--- config.mk ---
export PLATFORM = sky130hd
export DESIGN_NAME = candy_ctrl
export DESIGN_NICKNAME = d
export VERILOG_FILES = /design/src/rtl/candy_ctrl.sv
export SDC_FILE = /design/constraint.sdc
export NUM_CORES = 1
export LEC_CHECK = 0
export CORE_AREA = 2 2 39 41
export CTS_CLUSTER_DIAMETER = 200
export DETAILED_ROUTE_END_ITERATION = 16
export DIE_AREA = 0 0 41 43
export GPL_ROUTABILITY_DRIVEN = 0
export HOLD_SLACK_MARGIN = 0.08
export PLACE_DENSITY = 0.7
export REMOVE_ABC_BUFFERS = 1
export SYNTH_ARGS = -nofsm -noshare
export SYNTH_HDL_FRONTEND = slang
export SYNTH_SLANG_ARGS = --single-unit
--- constraint.sdc ---
create_clock -name clk -period 1.2 [get_ports clk]
set_input_delay 0.18 -clock clk [delete_from_list [all_inputs] [get_ports clk]]
set_output_delay 0.18 -clock clk [all_outputs]
set_load 0.005 [all_outputs]
--- src/rtl/candy_ctrl.sv ---
// candy_ctrl: control FSM for the candy machine coin accumulator.
// Sequences the accumulator datapath (ld/op/clr/sel) for coin credit and
// vending, and streams change/refund coins to the hopper over valid/ready.
// Optional feature macro: CANDY_CTRL_CHANGE_EN enables the SNAP/CHANGE/CLEAR
// path, the cancel input and the idle-timeout refund. Without it a vend
// returns straight to IDLE and leftover credit carries over.
module candy_ctrl #(
  parameter int IDLE_TIMEOUT = 0
) (
  input  logic       clk,
  input  logic       rst,
  input  logic       coin_valid,
  input  logic [1:0] coin_sel,
  input  logic       cancel,
  input  logic [7:0] total,
  input  logic       cmp_ge80,
  output logic       ld,
  output logic       op,
  output logic       clr,
  output logic [1:0] sel,
  output logic       dispense,
  output logic       coin_reject,
  output logic       change_valid,
  output logic [1:0] change_coin,
  input  logic       change_ready,
  output logic       busy
);

  typedef enum logic [2:0] {
    S_IDLE   = 3'd0,
    S_ADD    = 3'd1,
    S_CHECK  = 3'd2,
    S_VEND   = 3'd3,
    S_SNAP   = 3'd4,
    S_CHANGE = 3'd5,
    S_CLEAR  = 3'd6
  } state_t;

  state_t     state_q, state_d;
  logic [1:0] sel_q, sel_d;
  logic       ld_q, ld_d;
  logic       op_q, op_d;
  logic       clr_q, clr_d;
  logic       disp_q, disp_d;
  logic       rej_q, rej_d;
  logic       cv_q, cv_d;
  logic [1:0] cc_q, cc_d;
  logic       busy_q;
  logic       refund_req_s;

`ifdef CANDY_CTRL_CHANGE_EN
  localparam logic [15:0] TIMEOUT_LIM = 16'(IDLE_TIMEOUT);

  // Value in cents of a coin code.
  function automatic logic [7:0] coin_value(input logic [1:0] code);
    logic [7:0] v;
    case (code)
      2'b01:   v = 8'd5;
      2'b10:   v = 8'd10;
      2'b11:   v = 8'd25;
      default: v = 8'd0;
    endcase
    return v;
  endfunction

  // Largest coin that does not exceed the given amount.
  function automatic logic [1:0] largest_coin(input logic [7:0] amt);
    logic [1:0] c;
    if (amt >= 8'd25) begin
      c = 2'b11;
    end else if (amt >= 8'd10) begin
      c = 2'b10;
    end else if (amt >= 8'd5) begin
      c = 2'b01;
    end else begin
      c = 2'b00;
    end
    return c;
  endfunction

  logic [7:0]  rem_q, rem_d, rem_next_s;
  logic [15:0] cnt_q, cnt_d, cnt_inc_s;
  logic        timeout_hit_s;

  // The timeout fires on the IDLE cycle whose increment reaches the limit.
  assign cnt_inc_s     = cnt_q + 16'd1;
  assign timeout_hit_s = (TIMEOUT_LIM != 16'd0) && (total != 8'd0) && (cnt_inc_s == TIMEOUT_LIM);
  assign refund_req_s  = (total != 8'd0) && (cancel || timeout_hit_s);
  // cc_q always holds largest_coin(rem_q) while in CHANGE.
  assign rem_next_s    = rem_q - coin_value(cc_q);
`else
  logic unused_s;
  assign refund_req_s = 1'b0;
  assign unused_s     = ^{cancel, change_ready, total, 16'(IDLE_TIMEOUT)};
`endif

  // Next-state and next-output decode; outputs take their value for the state being entered.
  always_comb begin
    state_d = state_q;
    sel_d   = sel_q;
    ld_d    = 1'b0;
    op_d    = 1'b0;
    clr_d   = 1'b0;
    disp_d  = 1'b0;
    rej_d   = coin_valid;
    cv_d    = 1'b0;
    cc_d    = 2'b00;
`ifdef CANDY_CTRL_CHANGE_EN
    rem_d   = rem_q;
    cnt_d   = 16'd0;
`endif
    case (state_q)
      S_IDLE: begin
        if (refund_req_s) begin
          state_d = S_SNAP;
        end else if (coin_valid && (coin_sel != 2'b00)) begin
          state_d = S_ADD;
          sel_d   = coin_sel;
          ld_d    = 1'b1;
          op_d    = 1'b1;
          rej_d   = 1'b0;
        end else begin
          state_d = S_IDLE;
`ifdef CANDY_CTRL_CHANGE_EN
          cnt_d   = (total != 8'd0) ? cnt_inc_s : 16'd0;
`endif
        end
      end
      S_ADD: begin
        state_d = S_CHECK;
      end
      S_CHECK: begin
        if (cmp_ge80) begin
          state_d = S_VEND;
          disp_d  = 1'b1;
          ld_d    = 1'b1;
          op_d    = 1'b0;
        end else begin
          state_d = S_IDLE;
        end
      end
      S_VEND: begin
`ifdef CANDY_CTRL_CHANGE_EN
        state_d = S_SNAP;
`else
        state_d = S_IDLE;
`endif
      end
`ifdef CANDY_CTRL_CHANGE_EN
      S_SNAP: begin
        rem_d = total;
        if (total == 8'd0) begin
          state_d = S_CLEAR;
          clr_d   = 1'b1;
        end else begin
          state_d = S_CHANGE;
          cv_d    = 1'b1;
          cc_d    = largest_coin(total);
        end
      end
      S_CHANGE: begin
        if (change_ready) begin
          rem_d = rem_next_s;
          if (rem_next_s < 8'd5) begin
            state_d = S_CLEAR;
            clr_d   = 1'b1;
          end else begin
            cv_d = 1'b1;
            cc_d = largest_coin(rem_next_s);
          end
        end else begin
          cv_d = 1'b1;
          cc_d = cc_q;
        end
      end
      S_CLEAR: begin
        state_d = S_IDLE;
      end
`endif
      default: begin
        state_d = S_IDLE;
      end
    endcase
  end

  // State and registered-output update; rst drops any pending request at once.
  always_ff @(posedge clk or posedge rst) begin
    if (rst) begin
      state_q <= S_IDLE;
      sel_q   <= 2'b00;
      ld_q    <= 1'b0;
      op_q    <= 1'b0;
      clr_q   <= 1'b0;
      disp_q  <= 1'b0;
      rej_q   <= 1'b0;
      cv_q    <= 1'b0;
      cc_q    <= 2'b00;
      busy_q  <= 1'b0;
`ifdef CANDY_CTRL_CHANGE_EN
      rem_q   <= 8'd0;
      cnt_q   <= 16'd0;
`endif
    end else begin
      state_q <= state_d;
      sel_q   <= sel_d;
      ld_q    <= ld_d;
      op_q    <= op_d;
      clr_q   <= clr_d;
      disp_q  <= disp_d;
      rej_q   <= rej_d;
      cv_q    <= cv_d;
      cc_q    <= cc_d;
      busy_q  <= (state_d != S_IDLE);
`ifdef CANDY_CTRL_CHANGE_EN
      rem_q   <= rem_d;
      cnt_q   <= cnt_d;
`endif
    end
  end

  assign ld           = ld_q;
  assign op           = op_q;
  assign clr          = clr_q;
  assign sel          = sel_q;
  assign dispense     = disp_q;
  assign coin_reject  = rej_q;
  assign change_valid = cv_q;
  assign change_coin  = cc_q;
  assign busy         = busy_q;

endmodule

==> flow_metrics.env, run 1 <==
export IMPL_drt_first_pass_iters=2
export IMPL_synth_largest_area_cell="dfrtp_1"
export IMPL_num_rows=14
export IMPL_grt_use_total=0.08198
export IMPL_synthTopCellsByArea="dfrtp_1 (62%), buf_4 (8.2%), a21bo_1 (5.5%)"
export IMPL_grt_pass1_vias=263
export IMPL_start_kind="flop"
export IMPL_synth_xor_area_frac=0
export IMPL_maxCapViolations=0
export IMPL_yosysSeqAreaShare=0.6186
export IMPL_path_class="flop to primary output"
export IMPL_pwr_share_comb=0.334
export IMPL_postLayoutCellArea_um2=518.0
export IMPL_yosys_top_cells_count="dfrtp_1 (9), buf_4 (4), o21ai_0 (3)"
export IMPL_synth_edf_count=0
export IMPL_clock_sinks=9
export IMPL_nNetsFinal=66
export IMPL_swShare=0.2812
export IMPL_ys_ff_latch=9
export IMPL_p_per_area_nw_per_um2=2006
export IMPL_grt_pass1_wl_um=917
export IMPL_crit_path_max_incr_delay_ns=0.38
export IMPL_layout_drive_gt1_share=0.1429
export IMPL_htree_levels=1
export IMPL_crit_fanout=2
export IMPL_crit_arrival_ns=0.89
export IMPL_synth_cells=32
export IMPL_die_area_um2=1763
export IMPL_min_period_ns=1.072
export IMPL_setup_viol=0
export IMPL_cts_tree="built"
export IMPL_final_max_slew_viol_count=0
export IMPL_dieHeight_um=43
export IMPL_diodes=0
export IMPL_ant_nets=0
export IMPL_cp_num_buf_inv=1
export IMPL_peakVddDrop_uv=649.5
export IMPL_area_delta_synth_final_pct=42.27
export IMPL_drt_iter0_markers=2
export IMPL_worstPathRequired_ns=1.02
export IMPL_io_pins=27
export IMPL_finClkSkew_ns=0.0006768
export IMPL_wl_per_cell_um=8.169
export IMPL_root_buffer="clkbuf_4"
export IMPL_drt_total_wl_um=531
export IMPL_cts_buffers=3
export IMPL_synthSimpleGateAreaFrac=0.1340
export IMPL_final_util=0.3743
export IMPL_ys_types=15
export IMPL_synth_mux_area_frac=0
export IMPL_status="finished, final reports clean"
export IMPL_place_hpwl_um=444.5
export IMPL_grt_max_degree=10
export IMPL_via_per_inst=4.062
export IMPL_start_util=0.2631
export IMPL_hold_ws_ns=0.1821
export IMPL_dpl_instance_area_um2=500.5
export IMPL_stdcell_count=65
export IMPL_finalCritPeriodShare=0.8934
export IMPL_syn_cell_area_um2=364.1
export IMPL_grt_overflow_total=0
export IMPL_hold_viol=0
export IMPL_yosysMostFrequentCell="dfrtp_1"
export IMPL_cts_clk_slew_worst_paths_ns=0.06
export IMPL_async_flop_share=1.000
export IMPL_ys_flop_type="dfrtp_1"
export IMPL_ys_warn_count=0
export IMPL_synth_top_family_by_area="compound AO/OA/AOI/OAI gates"
export IMPL_power_frac_clock=0.215
export IMPL_finalSetupTns_ns=0
export IMPL_dp_cells=61
export IMPL_postSynthAreaPerCell_um2=11.38
export IMPL_p_int_mw=0.7468
export IMPL_synth_compound_area_frac=0.1443
export IMPL_hp_class="input pin to asynchronous set/reset pin"
export IMPL_crit_chain="dlygate4sd2_1"
export IMPL_netlist_area_leader_share=0.6186
export IMPL_num_vias=264
export IMPL_seqPwrFrac=0.451
export IMPL_die_width_um=41
export IMPL_synth_adder_area_share=0
export IMPL_clockBufferDepth=2
export IMPL_critical_path_slowest_cell="dfrtp_1"
export IMPL_crit_family="flip-flops"
export IMPL_grt_antenna_before_repair=0
export IMPL_clock_latency_ns=0.25
export IMPL_grt_setup_unrepaired="false"
export IMPL_coreArea_um2=1384
export IMPL_fmax_mhz=932.8
export IMPL_r2r_setup_slack_ns=0.25
export IMPL_end_kind="primary output"
export IMPL_switchingPower_mw=0.2922
export IMPL_io_buffers=12
export IMPL_postCtsSetupRepairBufs=0
export IMPL_drc_errors=0
export IMPL_p_leak_nw=0.2648
## stage by stage
| stage | worst slack [ns] | power (mW) |
|---|---|---|
| 3_3_place_gp | -0.02571 | 0.8842 |
| 2_1_floorplan | 0.2428 | 0.6447 |
| 5_1_grt | 0.07903 | 1.130 |
| 6_report | 0.1279 | 1.039 |
| 4_1_cts | 0.1179 | 1.060 |
| 3_5_place_dp | -0.02824 | 0.8954 |
## placed cells by master (no fill, tap or decap)
cell type,instances
conb_1,4
clkbuf_1,1
a21oi_1,2
nand2_1,1
dfrtp_1,9
dlygate4sd2_1,7
nand2b_1,1
or2_4,1
o211ai_1,1
clkbuf_4,3
nor2_1,2
inv_1,1
nand3_1,2
a21bo_1,2
clkdlybuf4s50_1,5
o21ai_0,3
buf_4,2
nor2_2,1
and2_1,1
## final cells by class
| class | instances | area [µm²] |
|---|---|---|
| Sequential cell | 9 | 225.2 |
| Multi-Input combinational cell | 21 | 116.4 |
| Fill cell | 143 | 865.8 |
| Inverter | 1 | 3.754 |
| Tap cell | 16 | 20.02 |
| Timing Repair Buffer | 14 | 126.4 |
| Clock buffer | 4 | 26.28 |
## power groups by stage
stage | sequential [mW] | clock (mW) | combinational (mW)
2_1_floorplan | 0.502 | 0 | 0.142
3_3_place_gp | 0.476 | 0 | 0.409
3_5_place_dp | 0.483 | 0 | 0.413
4_1_cts | 0.470 | 0.236 | 0.353
5_1_grt | 0.487 | 0.255 | 0.388
6_report | 0.469 | 0.224 | 0.347
## repair_timing
action                     4_1_cts  5_1_grt
hold buffers                     0        0
setup endpoints to repair        7        0
gates resized for setup          7        0
hold endpoints to repair         0        0
## state kept, by name, summed over array words and instances, names as in the netlist
name         cells
dispense         1
sel              2
ld               1
busy             1
coin_reject      1
state_q          2
op               1
## cell families (layout without fill, tap and decap cells)
logic type	count (synthesis)	after routing
AND/OR/NAND/NOR	9	9
AO/OA/AOI/OAI	8	8
flip-flops	9	9
other	1	4
buffers and inverters	5	19
## layer usage
layer | vias to the layer above | global-route usage | part of all wire
li1 | 134 | - | -
met1 | 120 | 0.07921 | 0.42
met2 | 10 | 0.1219 | 0.50
met3 | 0 | 0.06283 | 0.079
met4 | 0 | 0.04000 | 0
met5 | - | 0 | 0
## final timing paths
| check | cells past startpoint | from | to |
|---|---|---|---|
| hold / removal | 2 | rst | op |
| hold reg to reg | 1 | sel[0] | sel[0] |
| min in group clk | 1 | sel[0] | sel[0] |
| setup reg to reg | 3 | state_q[1] | sel[0] |
| max in group asynchronous | 2 | rst | state_q[1] |
| setup / recovery | 1 | sel[1] | sel[1] |
(Power assumes the default switching activity.)
==> run 2, diff against run 1 <==
==> config.mk (replaced) <==
export PLATFORM = sky130hd
export DESIGN_NAME = candy_ctrl
export DESIGN_NICKNAME = d
export VERILOG_FILES = /design/src/rtl/candy_ctrl.sv
export SDC_FILE = /design/constraint.sdc
export NUM_CORES = 1
export LEC_CHECK = 0
export CORE_UTILIZATION = 28
export CTS_CLUSTER_DIAMETER = 200
export DETAILED_ROUTE_END_ITERATION = 16
export GPL_ROUTABILITY_DRIVEN = 0
export HOLD_SLACK_MARGIN = 0.08
export PLACE_DENSITY = 0.74
export REMOVE_ABC_BUFFERS = 1
export SYNTH_ARGS = -nofsm -noshare
export SYNTH_HDL_FRONTEND = slang
export SYNTH_SLANG_ARGS = --single-unit
export TNS_END_PERCENT = 5
==> constraint.sdc (replaced) <==
create_clock -name clk -period 0.9 [get_ports clk]
set_input_delay 0.135 -clock clk [delete_from_list [all_inputs] [get_ports clk]]
set_output_delay 0.135 -clock clk [all_outputs]
set_load 0.005 [all_outputs]
==> run 2 against run 1 <==
  * The run now ends with setup timing left
  * Die area is 18% lower
  * Clock skew is 0.0040 ns higher
  * Clock power is 33% higher
  * Final area is 1.9% higher
  * Sequential share of layout area is 0.82 points lower
  * Critical path type is now input pin to flop
  * Global-route usage is 1.9 points higher
==> flow_metrics.env, run 2 (synthesized netlist as in run 1, its figures left out) <==
export IMPL_grt_max_degree=10
export IMPL_setup_viol=6
export IMPL_die_width_um=38.06
export IMPL_postLayoutCellArea_um2=528.0
export IMPL_via_per_inst=4.062
export IMPL_cts_clk_slew_worst_paths_ns=0.06
export IMPL_p_leak_nw=0.2744
export IMPL_crit_path_max_incr_delay_ns=0.51
export IMPL_drt_iter0_markers=10
export IMPL_end_kind="flop"
export IMPL_cp_num_buf_inv=1
export IMPL_hp_class="input pin to asynchronous set/reset pin"
export IMPL_final_max_slew_viol_count=0
export IMPL_finalCritPeriodShare=1.050
export IMPL_cts_tree="built"
export IMPL_clock_latency_ns=0.25
export IMPL_grt_antenna_before_repair=0
export IMPL_grt_use_total=0.1012
export IMPL_ant_nets=0
export IMPL_peakVddDrop_uv=1310
export IMPL_mostFrequentLayoutCell="dfrtp_1"
export IMPL_drt_total_wl_um=613
export IMPL_crit_family="buffers and inverters"
export IMPL_htree_levels=1
export IMPL_wl_per_cell_um=9.431
export IMPL_dieHeight_um=38.06
export IMPL_worstPathRequired_ns=1.07
export IMPL_grt_setup_unrepaired="true"
export IMPL_violations="setup timing"
export IMPL_crit_chain="clkdlybuf4s50_1 -> o21ai_0 -> or2_4 -> a21oi_1"
export IMPL_place_hpwl_um=443.7
export IMPL_area_delta_synth_final_pct=45.02
export IMPL_final_cell_mix="dfrtp_1 (9), clkbuf_2 (5), conb_1 (4), clkdlybuf4s50_1 (4), buf_4 (4)"
export IMPL_setup_ws_ns=-0.04533
export IMPL_dpl_instance_area_um2=505.5
export IMPL_min_period_ns=0.9453
export IMPL_start_kind="input pin"
export IMPL_maxCapViolations=0
export IMPL_crit_arrival_ns=1.12
export IMPL_die_area_um2=1449
export IMPL_pre_cts_slack_ns=-0.2932
export IMPL_grt_pass1_wl_um=945
export IMPL_grt_pass1_vias=231
export IMPL_io_pins=27
export IMPL_clock_sinks=9
export IMPL_drt_first_pass_iters=4
export IMPL_finClkSkew_ns=0.004627
export IMPL_hold_viol=0
export IMPL_p_per_area_nw_per_um2=2795
export IMPL_num_rows=12
export IMPL_fmax_mhz=1058
export IMPL_coreArea_um2=1156
export IMPL_num_vias=264
export IMPL_layout_drive_gt1_share=0.3922
export IMPL_diodes=0
export IMPL_start_util=0.3149
export IMPL_finalSetupTns_ns=-0.1445
export IMPL_io_buffers=12
export IMPL_grt_overflow_total=0
export IMPL_root_buffer="clkbuf_4"
export IMPL_ctsHoldBuffers=0
export IMPL_clockBufferDepth=2
export IMPL_drc_errors=0
export IMPL_path_class="input pin to flop"
export IMPL_critical_path_slowest_cell="clkdlybuf4s50_1"
export IMPL_cts_buffers=3
export IMPL_status="complete, but fails checks"
export IMPL_crit_fanout=4
export IMPL_nNetsFinal=68
run 2: layer usage:
layer | track usage | routed length, µm | up-vias
met5 | 0 | 0 | -
met2 | 0.1610 | 277 | 12
met4 | 0.08036 | 33 | 0
met1 | 0.1074 | 248 | 113
met3 | 0.03488 | 54 | 4
li1 | - | - | 135
run 2: report_power, final:
group / switching [mW] / internal [mW]
logic: 0.232 / 0.303
clock network: 0.127 / 0.170
registers: 0.0841 / 0.560
run 2: path summary, 6_finish.rpt:
check,slack [ns],from,end,cells after the start
max,-0.05,coin_sel[1],ld,4
min,0.13,rst,coin_reject,2
max reg2reg,-0.03,state_q[1],sel[1],3
min reg2reg,0.50,sel[1],sel[1],1
max in group asynchronous,0.52,rst,state_q[1],2
min in group clk,0.24,coin_sel[0],sel[1],3
run 2: worst reg2reg max path, cell delays in order (launching register included):
cell	delay (ns)
dfrtp_1	0.42
nor2_4	0.15
nand3_2	0.09
a21bo_1	0.17
run 2: through the flow:
step	hold slack, ns	utilization	power [mW]	cells
after global routing	0.1631	0.4567	1.599	65
after global placement	0.4096	0.4372	1.211	60
after CTS	0.1464	0.4610	1.483	65
final	0.1343	0.4567	1.476	65
after floorplan	-0.03708	-	0.8596	31
after detailed placement	0.4139	0.4372	1.215	60
run 2: timing repair:
action / 4_1_cts / 5_1_grt
setup buffers: 1 / 0
pin swaps: 2 / 5
endpoints found under the setup margin: 11 / 16
resized for setup: 19 / 11
hold endpoints to repair: 0 / 0
run 2: layout make-up:
class                   count  area, µm²
clock buffers               4      26.28
inverters                   1      3.754
fillers                   123      628.1
flip-flops and latches      9      225.2
well taps                  14      17.52
multi-input cells          21      137.6
repair buffers             16      117.6
